===== config.mk =====
export PLATFORM = sky130hd
export DESIGN_NAME = pc_flow_ctrl_flat
export DESIGN_NICKNAME = d
export VERILOG_FILES = /design/src/rtl/pc_flow_ctrl_if.sv /design/src/rtl/pc_flow_ctrl.sv /design/src/flat_wrapper.sv
export SDC_FILE = /design/constraint.sdc
export NUM_CORES = 1
export LEC_CHECK = 0
export CAP_MARGIN = 0
export CORE_MARGIN = 2
export CORE_UTILIZATION = 40
export DETAILED_ROUTE_END_ITERATION = 8
export MAX_ROUTING_LAYER = met4
export PLACE_DENSITY = 0.72
export SLEW_MARGIN = 10
export SYNTH_ARGS = -nofsm -noshare
export SYNTH_HDL_FRONTEND = slang
export SYNTH_SLANG_ARGS = --single-unit

===== constraint.sdc =====
create_clock -name clk -period 8 [get_ports clk]
set_clock_uncertainty 0.05 [all_clocks]
set_input_delay 0.8 -clock clk [delete_from_list [all_inputs] [get_ports clk]]
set_output_delay 0.8 -clock clk [all_outputs]
set_load 0.02 [all_outputs]

===== src/rtl/pc_flow_ctrl_if.sv =====
// Decode-to-PC control-flow bundle: op handshake from decode, redirect controls toward the PC.
interface pc_flow_ctrl_if;
    logic        op_valid;
    logic        op_ready;
    logic [2:0]  op_type;
    logic [15:0] op_target;
    logic [15:0] pc_cur;
    logic        zero_flag;
    logic        jump;
    logic        branch;
    logic        call;
    logic        ret;
    logic [15:0] target_addr;
    logic [15:0] ret_addr;
    logic        flush;

    modport master (
        output op_valid, op_type, op_target, pc_cur, zero_flag,
        input  op_ready, jump, branch, call, ret, target_addr, ret_addr, flush
    );

    modport slave (
        input  op_valid, op_type, op_target, pc_cur, zero_flag,
        output op_ready, jump, branch, call, ret, target_addr, ret_addr, flush
    );
endinterface


===== src/rtl/pc_flow_ctrl.sv =====
// Control-flow sequencer with return-address stack and post-redirect flush window.
// Define PCCTRL_RAS_WRAP_EN to make the RAS circular (CALL on full overwrites the oldest entry).
module pc_flow_ctrl #(
    parameter int DEPTH        = 8,
    parameter int FLUSH_CYCLES = 2
) (
    input  logic                       clk,
    input  logic                       reset_n,
    pc_flow_ctrl_if.slave              bus,
    input  logic                       err_clr_i,
    output logic [$clog2(DEPTH):0]     ras_count_o,
    output logic                       err_ovf_o,
    output logic                       err_unf_o
);

    localparam int PW = $clog2(DEPTH);
    localparam int CW = PW + 1;
    localparam logic [3:0] FC_INIT = 4'(FLUSH_CYCLES - 1);

    localparam logic [2:0] OP_JMP  = 3'd1;
    localparam logic [2:0] OP_BRZ  = 3'd2;
    localparam logic [2:0] OP_BRNZ = 3'd3;
    localparam logic [2:0] OP_CALL = 3'd4;
    localparam logic [2:0] OP_RET  = 3'd5;

    // state     | meaning
    // IDLE      | ready for an op
    // POP       | reading top of RAS
    // RET_ISSUE | loading ret pulse and popped address
    // FLUSH     | flush held, front end stalled
    typedef enum logic [1:0] {S_IDLE, S_POP, S_RET_ISSUE, S_FLUSH} state_t;

    state_t        state_q, state_d;
    logic [3:0]    cnt_q, cnt_d;
    logic [PW-1:0] ptr_q, ptr_d;
    logic [CW-1:0] count_q, count_d;
    logic          op_ready_q;
    logic          jump_q, jump_d;
    logic          branch_q, branch_d;
    logic          call_q, call_d;
    logic          ret_q, ret_d;
    logic [15:0]   target_q, target_d;
    logic [15:0]   ret_addr_q, ret_addr_d;
    logic [15:0]   pop_data_q;
    logic          err_ovf_q, err_ovf_d;
    logic          err_unf_q, err_unf_d;
    logic [15:0]   ras_mem_q [DEPTH];

    logic          accept;
    logic          full;
    logic          empty;
    logic          push;
    logic          pop;
    logic          set_ovf;
    logic          set_unf;
    logic [15:0]   push_val;

    assign accept   = bus.op_valid && op_ready_q;
    assign full     = (count_q == CW'(DEPTH));
    assign empty    = (count_q == '0);
    assign push_val = bus.pc_cur + 16'd1;

    always_comb begin
        state_d    = state_q;
        cnt_d      = cnt_q;
        jump_d     = 1'b0;
        branch_d   = 1'b0;
        call_d     = 1'b0;
        ret_d      = 1'b0;
        target_d   = target_q;
        ret_addr_d = ret_addr_q;
        push       = 1'b0;
        pop        = 1'b0;
        set_ovf    = 1'b0;
        set_unf    = 1'b0;
        case (state_q)
            S_IDLE: begin
                if (accept) begin
                    case (bus.op_type)
                        OP_JMP: begin
                            jump_d   = 1'b1;
                            target_d = bus.op_target;
                            state_d  = S_FLUSH;
                            cnt_d    = FC_INIT;
                        end
                        OP_BRZ, OP_BRNZ: begin
                            if (bus.zero_flag == (bus.op_type == OP_BRZ)) begin
                                branch_d = 1'b1;
                                target_d = bus.op_target;
                                state_d  = S_FLUSH;
                                cnt_d    = FC_INIT;
                            end
                        end
                        OP_CALL: begin
                            if (full) begin
                                set_ovf = 1'b1;
                            end
`ifdef PCCTRL_RAS_WRAP_EN
                            if (1'b1) begin
`else
                            if (!full) begin
`endif
                                push     = 1'b1;
                                call_d   = 1'b1;
                                jump_d   = 1'b1;
                                target_d = bus.op_target;
                                state_d  = S_FLUSH;
                                cnt_d    = FC_INIT;
                            end
                        end
                        OP_RET: begin
                            if (empty) begin
                                set_unf = 1'b1;
                            end else begin
                                pop     = 1'b1;
                                state_d = S_POP;
                            end
                        end
                        default: ;
                    endcase
                end
            end
            S_POP: begin
                state_d = S_RET_ISSUE;
            end
            S_RET_ISSUE: begin
                ret_d      = 1'b1;
                ret_addr_d = pop_data_q;
                state_d    = S_FLUSH;
                cnt_d      = FC_INIT;
            end
            S_FLUSH: begin
                if (cnt_q == 4'd0) begin
                    state_d = S_IDLE;
                end else begin
                    cnt_d = cnt_q - 4'd1;
                end
            end
            default: state_d = S_IDLE;
        endcase
    end

    // Pointer always addresses the next free slot; when full it aliases the oldest entry.
    always_comb begin
        ptr_d   = ptr_q;
        count_d = count_q;
        if (push) begin
            ptr_d   = ptr_q + PW'(1);
            count_d = full ? count_q : count_q + CW'(1);
        end else if (pop) begin
            ptr_d   = ptr_q - PW'(1);
            count_d = count_q - CW'(1);
        end
    end

    always_comb begin
        err_ovf_d = err_ovf_q;
        err_unf_d = err_unf_q;
        if (err_clr_i) begin
            err_ovf_d = 1'b0;
            err_unf_d = 1'b0;
        end
        if (set_ovf) err_ovf_d = 1'b1;
        if (set_unf) err_unf_d = 1'b1;
    end

    always_ff @(posedge clk or negedge reset_n) begin
        if (!reset_n) begin
            state_q    <= S_IDLE;
            cnt_q      <= '0;
            ptr_q      <= '0;
            count_q    <= '0;
            op_ready_q <= 1'b0;
            jump_q     <= 1'b0;
            branch_q   <= 1'b0;
            call_q     <= 1'b0;
            ret_q      <= 1'b0;
            target_q   <= '0;
            ret_addr_q <= '0;
            pop_data_q <= '0;
            err_ovf_q  <= 1'b0;
            err_unf_q  <= 1'b0;
        end else begin
            state_q    <= state_d;
            cnt_q      <= cnt_d;
            ptr_q      <= ptr_d;
            count_q    <= count_d;
            op_ready_q <= (state_d == S_IDLE);
            jump_q     <= jump_d;
            branch_q   <= branch_d;
            call_q     <= call_d;
            ret_q      <= ret_d;
            target_q   <= target_d;
            ret_addr_q <= ret_addr_d;
            if (state_q == S_POP) begin
                pop_data_q <= ras_mem_q[ptr_q];
            end
            err_ovf_q  <= err_ovf_d;
            err_unf_q  <= err_unf_d;
        end
    end

    always_ff @(posedge clk) begin
        if (push) begin
            ras_mem_q[ptr_q] <= push_val;
        end
    end

    assign bus.op_ready    = op_ready_q;
    assign bus.jump        = jump_q;
    assign bus.branch      = branch_q;
    assign bus.call        = call_q;
    assign bus.ret         = ret_q;
    assign bus.target_addr = target_q;
    assign bus.ret_addr    = ret_addr_q;
    assign bus.flush       = (state_q == S_FLUSH);
    assign ras_count_o     = count_q;
    assign err_ovf_o       = err_ovf_q;
    assign err_unf_o       = err_unf_q;

endmodule


===== src/flat_wrapper.sv =====
// flat-port wrapper written by rule: the top's interface ports become plain ports
module pc_flow_ctrl_flat 
#(
    parameter int DEPTH        = 8,
    parameter int FLUSH_CYCLES = 2
)
  (clk, reset_n, err_clr_i, ras_count_o, err_ovf_o, err_unf_o, bus_op_valid, bus_op_type, bus_op_target, bus_pc_cur, bus_zero_flag, bus_op_ready, bus_jump, bus_branch, bus_call, bus_ret, bus_target_addr, bus_ret_addr, bus_flush);
  pc_flow_ctrl_if bus_i ();
  input  logic clk;
  input  logic reset_n;
  input  logic err_clr_i;
  output logic [$clog2(DEPTH):0] ras_count_o;
  output logic err_ovf_o;
  output logic err_unf_o;
  input wire logic [$bits(bus_i.op_valid)-1:0] bus_op_valid;
  input wire logic [$bits(bus_i.op_type)-1:0] bus_op_type;
  input wire logic [$bits(bus_i.op_target)-1:0] bus_op_target;
  input wire logic [$bits(bus_i.pc_cur)-1:0] bus_pc_cur;
  input wire logic [$bits(bus_i.zero_flag)-1:0] bus_zero_flag;
  output wire logic [$bits(bus_i.op_ready)-1:0] bus_op_ready;
  output wire logic [$bits(bus_i.jump)-1:0] bus_jump;
  output wire logic [$bits(bus_i.branch)-1:0] bus_branch;
  output wire logic [$bits(bus_i.call)-1:0] bus_call;
  output wire logic [$bits(bus_i.ret)-1:0] bus_ret;
  output wire logic [$bits(bus_i.target_addr)-1:0] bus_target_addr;
  output wire logic [$bits(bus_i.ret_addr)-1:0] bus_ret_addr;
  output wire logic [$bits(bus_i.flush)-1:0] bus_flush;
  assign bus_i.op_valid = bus_op_valid;
  assign bus_i.op_type = bus_op_type;
  assign bus_i.op_target = bus_op_target;
  assign bus_i.pc_cur = bus_pc_cur;
  assign bus_i.zero_flag = bus_zero_flag;
  assign bus_op_ready = bus_i.op_ready;
  assign bus_jump = bus_i.jump;
  assign bus_branch = bus_i.branch;
  assign bus_call = bus_i.call;
  assign bus_ret = bus_i.ret;
  assign bus_target_addr = bus_i.target_addr;
  assign bus_ret_addr = bus_i.ret_addr;
  assign bus_flush = bus_i.flush;
  pc_flow_ctrl #(.DEPTH(DEPTH), .FLUSH_CYCLES(FLUSH_CYCLES)) u_core (.clk(clk), .reset_n(reset_n), .bus(bus_i), .err_clr_i(err_clr_i), .ras_count_o(ras_count_o), .err_ovf_o(err_ovf_o), .err_unf_o(err_unf_o));
endmodule

==> results of run 1 <==
-- power by group through the flow --
stage / Sequential [mW] / Clock [mW] / Combinational [mW]
after global placement: 1.36 / 0 / 1.01
after global routing: 1.37 / 0.845 / 1.11
final: 1.35 / 0.786 / 1.02
after CTS: 1.35 / 0.803 / 1.04
after detailed placement: 1.37 / 0 / 1.03
after floorplan: 1.44 / 0 / 0.593
-- area by class of cell --
type	instances	share of cell area, %
Clock buffer	25	5.15
Clock inverter	7	0.496
Inverter	13	0.496
Multi-Input combinational cell	245	24.8
Sequential cell	196	56.3
Tap cell	270	3.43
Timing Repair Buffer	95	9.30
-- metal layers --
layer | GRT usage [%] | vias to the layer above | wire length, um
met2 | 24.9 | 137 | 7640
met3 | 2.75 | 19 | 602
met1 | 19.6 | 2300 | 6890
met5 | - | - | 0
met4 | 5.78 | 0 | 255
li1 | - | 2010 | -
-- registers in the layout, indices dropped and copies added (netlist names) --
| register | flops |
|---|---|
| u_core.err_unf_o | 1 |
| u_core.state_q | 2 |
| u_core.cnt_q | 4 |
| u_core.bus.ret_addr | 16 |
| u_core.bus.call | 1 |
| u_core.err_ovf_o | 1 |
| u_core.bus.branch | 1 |
| u_core.ras_count_o | 4 |
| u_core.pop_data_q | 16 |
| u_core.bus.jump | 1 |
| u_core.bus.ret | 1 |
| u_core.bus.target_addr | 16 |
| u_core.ptr_q | 3 |
| u_core.bus.op_ready | 1 |
| u_core.ras_mem_q | 128 |
-- Yosys cell counts, types with 3 or more instances --
master / n
edfxtp_1: 128
dfrtp_1: 68
mux4_2: 32
nand2_1: 28
mux2_2: 26
o21ai_0: 20
mux2i_1: 16
inv_1: 13
xor2_1: 13
clkbuf_1: 11
nor3_1: 11
mux2_4: 10
xnor2_1: 9
a21oi_1: 8
nand3_1: 8
buf_2: 6
nor2_1: 6
ha_1: 5
and3_1: 4
a211oi_1: 3
buf_1: 3
-- metrics by stage --
| step | util [%] | instance area [um^2] | instances | setup WS [ns] | hold WS, ns |
|---|---|---|---|---|---|
| 6_report | 49.0 | 9840 | 851 | 4.45 | 0.433 |
| 5_1_grt | 49.0 | 9840 | 851 | 4.21 | 0.460 |
| 4_1_cts | 49.0 | 9840 | 851 | 4.49 | 0.436 |
| 3_5_place_dp | 46.2 | 9290 | 819 | 4.04 | 0.421 |
| 3_3_place_gp | 46.2 | 9290 | 819 | 4.20 | 0.409 |
| 2_1_floorplan | - | 8130 | 477 | 4.32 | 0.396 |
-- layout by cell type, fill, tap and decap left out, drive strengths merged, types with 3 or more instances in the layout --
master / Yosys / final
xor2: 13 / 13
edfxtp: 128 / 128
dfrtp: 68 / 68
nor3b: 3 / 3
o21ai: 20 / 20
and3: 4 / 4
nand2: 28 / 28
nor3: 11 / 11
xnor2: 9 / 9
a211oi: 3 / 3
mux4: 32 / 32
nand3: 8 / 8
a21oi: 8 / 8
mux2i: 16 / 16
mux2: 36 / 36
clkinv: 0 / 5
inv: 13 / 14
buf: 12 / 13
clkbuf: 11 / 25
ha: 5 / 5
nor2: 6 / 6
clkdlybuf4s50: 0 / 82
-- worst max-delay path, delay by kind of cell --
| kind | cells | cell delay (ns) |
|---|---|---|
| AOI/OAI and AO/OA | 1 | 0.28 |
| xor gates and xnor gates | 1 | 0.17 |
| adders and majority gates | 1 | 0.63 |
| buffers and inverters | 1 | 0.76 |
| muxes | 1 | 0.29 |
| and+or+nand+nor | 2 | 0.93 |
-- logic make-up after synthesis --
logic type	count (synthesis)	share of synthesized area, %
adder cells (fa/ha/maj)	7	1.26
AO/OA/AOI/OAI	48	3.72
multiplexers	84	16.3
flip-flops	196	68.2
XOR/XNOR	22	2.37
buffers and inverters	36	2.14
AND/OR/NAND/NOR	84	6.03
-- path summary, 6_finish.rpt --
check / start / end / slack [ns] / cells past startpoint
setup / recovery: bus_op_type[0] / u_core.ptr_q[2] / 4.45 / 7
hold / removal: u_core.pop_data_q[15] / u_core.pop_data_q[15] / 0.43 / 2
setup reg to reg: u_core.ras_count_o[0] / u_core.ras_count_o[3] / 5.08 / 7
hold reg to reg: u_core.pop_data_q[15] / u_core.pop_data_q[15] / 0.43 / 2
max in group asynchronous: reset_n / u_core.ptr_q[1] / 6.80 / 2
min in group asynchronous: reset_n / u_core.bus.jump / 0.49 / 2
==> qor.yml, run 1 <==
status:
  status: "finished, final reports clean"
power:
  pwr-share-comb_pct: 32.3
  intPower_mw: 2.19
  p_seq_share_pct: 42.8
  ir_drop_mv: 0.155
  p_per_area_mw_per_mm2: 320
  clock_power_share_pct: 24.9
  power_mw: 3.15
  p_sw_share_pct: 30.5
  p_leak_nw: 3.60
  p_switching_uw: 961
job:
  max_cap_viol_count: 0
sta:
  rsz0062_at_grt: "false"
  setup_viol: 0
  max_freq_mhz: 282
  tightest_slew_ns: 0.905
  fin_crit_ns: 3.55
  hold_viol: 0
  relSlewSlack_pct: 39.6
  min_period_over_period_pct: 44.4
  slew_viol_final: 0
  final.setup.tns_ns: 0
grt:
  grt_use_total_pct: 15.4
  grt_remaining_overflow: 0
  antenna_found_initial: 0
  grt_pass1_vias: 4632
  grt_max_degree: 69
  grt_pass1_wl_mm: 24.9
yosys:
  synth_cell_types: 59
  synth_ff_type: "edfxtp_1"
  yosysSeqAreaShare_pct: 68.2
  synth_warnings: 0
  synth_area_leaders: "edfxtp_1 47%, dfrtp_1 21%, mux4_2 8.9%, mux2_2 3.6%, mux2i_1 2.0%"
  synthArstFlopShare_pct: 34.7
  synth_top_cell_by_area: "edfxtp_1"
  synth_seq_cells: 196
  synthCells: 477
  synth-edff-count: 128
  yosysTopAreaCellShare_pct: 47.3
  syn_area_mm2: 0.00813
  synth_area_per_cell_um2: 17.0
  syn_nets: 524
placed_design:
  io_buffer_count: 83
  gp_congestion: 0.801
  dp_hpwl_mm: 10.2
setup_path:
  crit_required_ns: 8.30
  worstPathArrival_ns: 3.85
  cp-start-kind: "primary input"
  slowest_delay_ns: 0.76
  critPathSlowestCell: "clkdlybuf4s50_1"
  cp-end-kind: "flip-flop"
  path_cells: "clkdlybuf4s50_1 > nor3b_2 > nand3b_1 > fa_1 > mux2_2 > a211oi_1 > xor2_1"
  path_max_fanout: 18
  crit_type: "in2reg"
clock_tree:
  cts_made_buffers: 17
  clock-root-buffer: "clkbuf_16"
  hold_buffers: 0
  clkSlewWorstSetupHoldPaths_ns: 0.06
  ctsLongestPathBuffers: 2
  cts_tree: "done"
  clock_latency_ns: 0.42
  post_cts_resized: 0
  cts-htree-levels: 4
  clkSinkCount: 196
  cts_setup_buffers: 0
drt:
  num_vias: 4466
  drcViolationCount: 0
  wirelength_mm: 15.4
  antenna_left: 0
  wl_per_cell_um: 18.1
  drt_iter0_markers: 356
  dr.pass1.iters: 4
  vias_per_cell: 5.25
die:
  dieHeight_um: 147
  die_area_mm2: 0.0215
  fp.dieW_um: 147
  core_region_area_mm2: 0.0201
  io_pins: 84
  placement_rows: 52
  start_util_pct: 40.4
cells_and_area:
  multi_input_area_mm2: 0.00244
  num_antenna_cells: 0
  nFillCells: 1622
  seqCellArea_mm2: 0.00555
  layout-drive-gt1-share_pct: 21.3
  finalNetCount: 615
  synthToLayoutAreaGrowth_pct: 21.0
hold_path:
  hp-class: "reg2reg"
(Power assumes the default switching activity.)
==> run 2, diff against run 1 <==
- PLACE_DENSITY: 0.72 -> 0.74
- clock period: 8 -> 2.9 ns (I/O delays scaled with it)
==> run 2 against run 1 <==
Critical path depth grew 1. Clock power rose to 2.8 times the previous value. Combinational power rose to 2.8 times the previous value. Via count fell by 0.27%. Hold slack got worse by 0.020 ns. Setup slack lost 4.1 ns. Sequential power grew to 2.8 times the previous value. Sequential share of layout area down 0.79 points. Clock-buffer cell count down 5. Register-to-register slack lost 4.7 ns. Die area did not move. Global-route usage grew 0.71 points. Critical path type is now reg2reg. Largest cell class unchanged. Largest power group unchanged.
==> qor.yml, run 2 (synthesis results as in run 1) <==
status:
  status: "finished, final reports clean"
power:
  p_sw_share_pct: 30.9  # +0.44 points
  intPower_mw: 6.07  # +180%
  clock_power_share_pct: 24.9  # about the same
  pwr-share-comb_pct: 32.3  # about the same
  p_per_area_mw_per_mm2: 880  # +170%
  p_leak_nw: 3.65  # +1.3%
  p_seq_share_pct: 42.8  # about the same
  ir_drop_mv: 0.380  # +150%
  p_switching_mw: 2.72  # +180%
job:
  max_cap_viol_count: 0  # unchanged
clock_tree:
  clock_latency_ns: 0.44  # +0.02 ns
  cts_made_buffers: 17  # unchanged
  hold_buffers: 1  # +1
  clock-root-buffer: "clkbuf_16"
  cts_tree: "done"
  cts_setup_buffers: 0  # unchanged
  clkSinkCount: 196  # unchanged
  cts-htree-levels: 4  # unchanged
  clkSlewWorstSetupHoldPaths_ns: 0.06  # about the same
  ctsLongestPathBuffers: 2  # unchanged
  post_cts_resized: 0  # unchanged
placed_design:
  gp_congestion: 0.822  # +2.6%
  placed_area_mm2: 0.00943  # +1.6%
  dp_hpwl_mm: 10.2  # +0.70%
  io_buffer_count: 83  # unchanged
  pre_cts_ws_ns: 0.173  # -3.87 ns
die:
  die_area_mm2: 0.0215  # unchanged
  placement_rows: 52  # unchanged
  io_pins: 84  # unchanged
  start_util_pct: 40.4  # unchanged
  core_region_area_mm2: 0.0201  # unchanged
  fp.dieW_um: 147  # unchanged
  dieHeight_um: 147  # unchanged
sta:
  setup_viol: 0  # unchanged
  max_freq_mhz: 390
  fin_crit_ns: 2.56
  timing.hold.ws_ns: 0.413  # -0.0199 ns
  slew_viol_final: 0  # unchanged
  relSlewSlack_pct: 34.6  # -5.0 points
  setup_slack_ns: 0.335  # -4.11 ns
  tightest_slew_ns: 0.979  # +0.0741 ns
  hold_viol: 0  # unchanged
  final.setup.tns_ns: 0  # unchanged
  rsz0062_at_grt: "false"
  min_period_over_period_pct: 88.4
hold_path:
  min_path_cells: 2  # unchanged
  hp-class: "in2reg"
cells_and_area:
  design_area_mm2: 0.00998  # +1.4%
  final_cell_mix: "128 x edfxtp_1, 82 x clkdlybuf4s50_1, 67 x dfrtp_1"
  num_antenna_cells: 0  # unchanged
  layout-drive-gt1-share_pct: 22.3  # +0.95 points
  top_register: "u_core.ras_mem_q"
  finalNetCount: 627  # +2.0%
  largest_reg_flops: 128  # unchanged
  synthToLayoutAreaGrowth_pct: 22.8
  fin_util_pct: 49.7  # +0.70 points
  nFillCells: 1622  # unchanged
  layout_commonest_cell: "edfxtp_1"
drt:
  drt_iter0_markers: 247  # -31%
  num_vias: 4454  # -0.27%
  wirelength_mm: 15.8  # +2.6%
  antenna_left: 0  # unchanged
  wl_per_cell_um: 18.3  # +1.3%
  drcViolationCount: 0  # unchanged
  vias_per_cell: 5.17  # -1.5%
  dr.pass1.iters: 5  # +1
setup_path:
  crit_required_ns: 3.20  # -5.10 ns
  path_max_fanout: 8  # -10
  cp-start-kind: "flip-flop"
  worstPathArrival_ns: 2.86  # -0.99 ns
  crit_type: "reg2reg"
  cp-end-kind: "flip-flop"
  reg2regPathDepth: 8  # +1
grt:
  grt_remaining_overflow: 0  # unchanged
  grt_use_total_pct: 16.1  # +0.71 points
  grt_max_degree: 37  # -46%
  grt_pass1_vias: 4585  # -1.0%
  antenna_found_initial: 0  # unchanged
  grt_pass1_wl_mm: 25.7  # +3.1%
## run 2: cell count changes in the layout (fill, tap and decap cells not counted), sizes merged, moves of 2 or more
cell      delta
buf         +11
clkbuf       -5
clkinv       -2
clkinvlp     +3
inv          +2
## run 2: final timing paths
kind	to	slack (ns)	start
max	u_core.ras_count_o[3]	0.34	u_core.ras_count_o[0]
min	u_core.err_unf_o	0.41	err_clr_i
max reg2reg	u_core.ras_count_o[3]	0.34	u_core.ras_count_o[0]
min reg2reg	u_core.pop_data_q[4]	0.43	u_core.pop_data_q[4]
max in group asynchronous	u_core.bus.ret_addr[0]	1.63	reset_n
min in group asynchronous	u_core.ras_count_o[3]	0.44	reset_n
## run 2: power by group through the flow
stage	logic [mW]	registers (mW)	clock network, mW
3_5_place_dp	2.86	3.83	0
5_1_grt	3.08	3.83	2.34
6_report	2.84	3.76	2.19
4_1_cts	2.88	3.77	2.23
3_3_place_gp	2.80	3.80	0
2_1_floorplan	1.64	3.97	0
## run 2: worst max-delay path, stage by stage (launching register included)
cell,delay [ns]
dfrtp_1,0.50
nor4b_2,0.38
nand3b_1,0.26
buf_4,0.22
ha_1,0.28
a21oi_1,0.34
and4b_1,0.25
nor3_1,0.05
o22ai_1,0.16
## run 2: final cells by class
cell class	instances	area (um^2)	area share, %
clock buffers	20	437	4.37
clock inverters	11	104	1.04
inverters	13	48.8	0.489
multi-input cells	245	2440	24.4
flip-flops and latches	196	5550	55.6
well taps	270	338	3.38
repair buffers	107	1070	10.7
## run 2: routing by layer
layer,vias up,global-route usage [%],wire length [um]
met4,0,4.95,205
met3,19,4.00,935
met2,150,25.0,7660
met5,-,-,0
met1,2249,21.2,6980
li1,2036,-,-
## run 2: per-stage QoR
step,power [mW],std cells
after floorplan,5.61,477
final,8.79,862
after detailed placement,6.69,830
after CTS,8.88,862
after global placement,6.60,830
after global routing,9.25,862
==> run 3, diff against run 2 <==
- CTS_CLUSTER_SIZE: unset -> 8
==> results of run 3 <==
The final DEF is identical to that of run 2; final timing and power are the same.
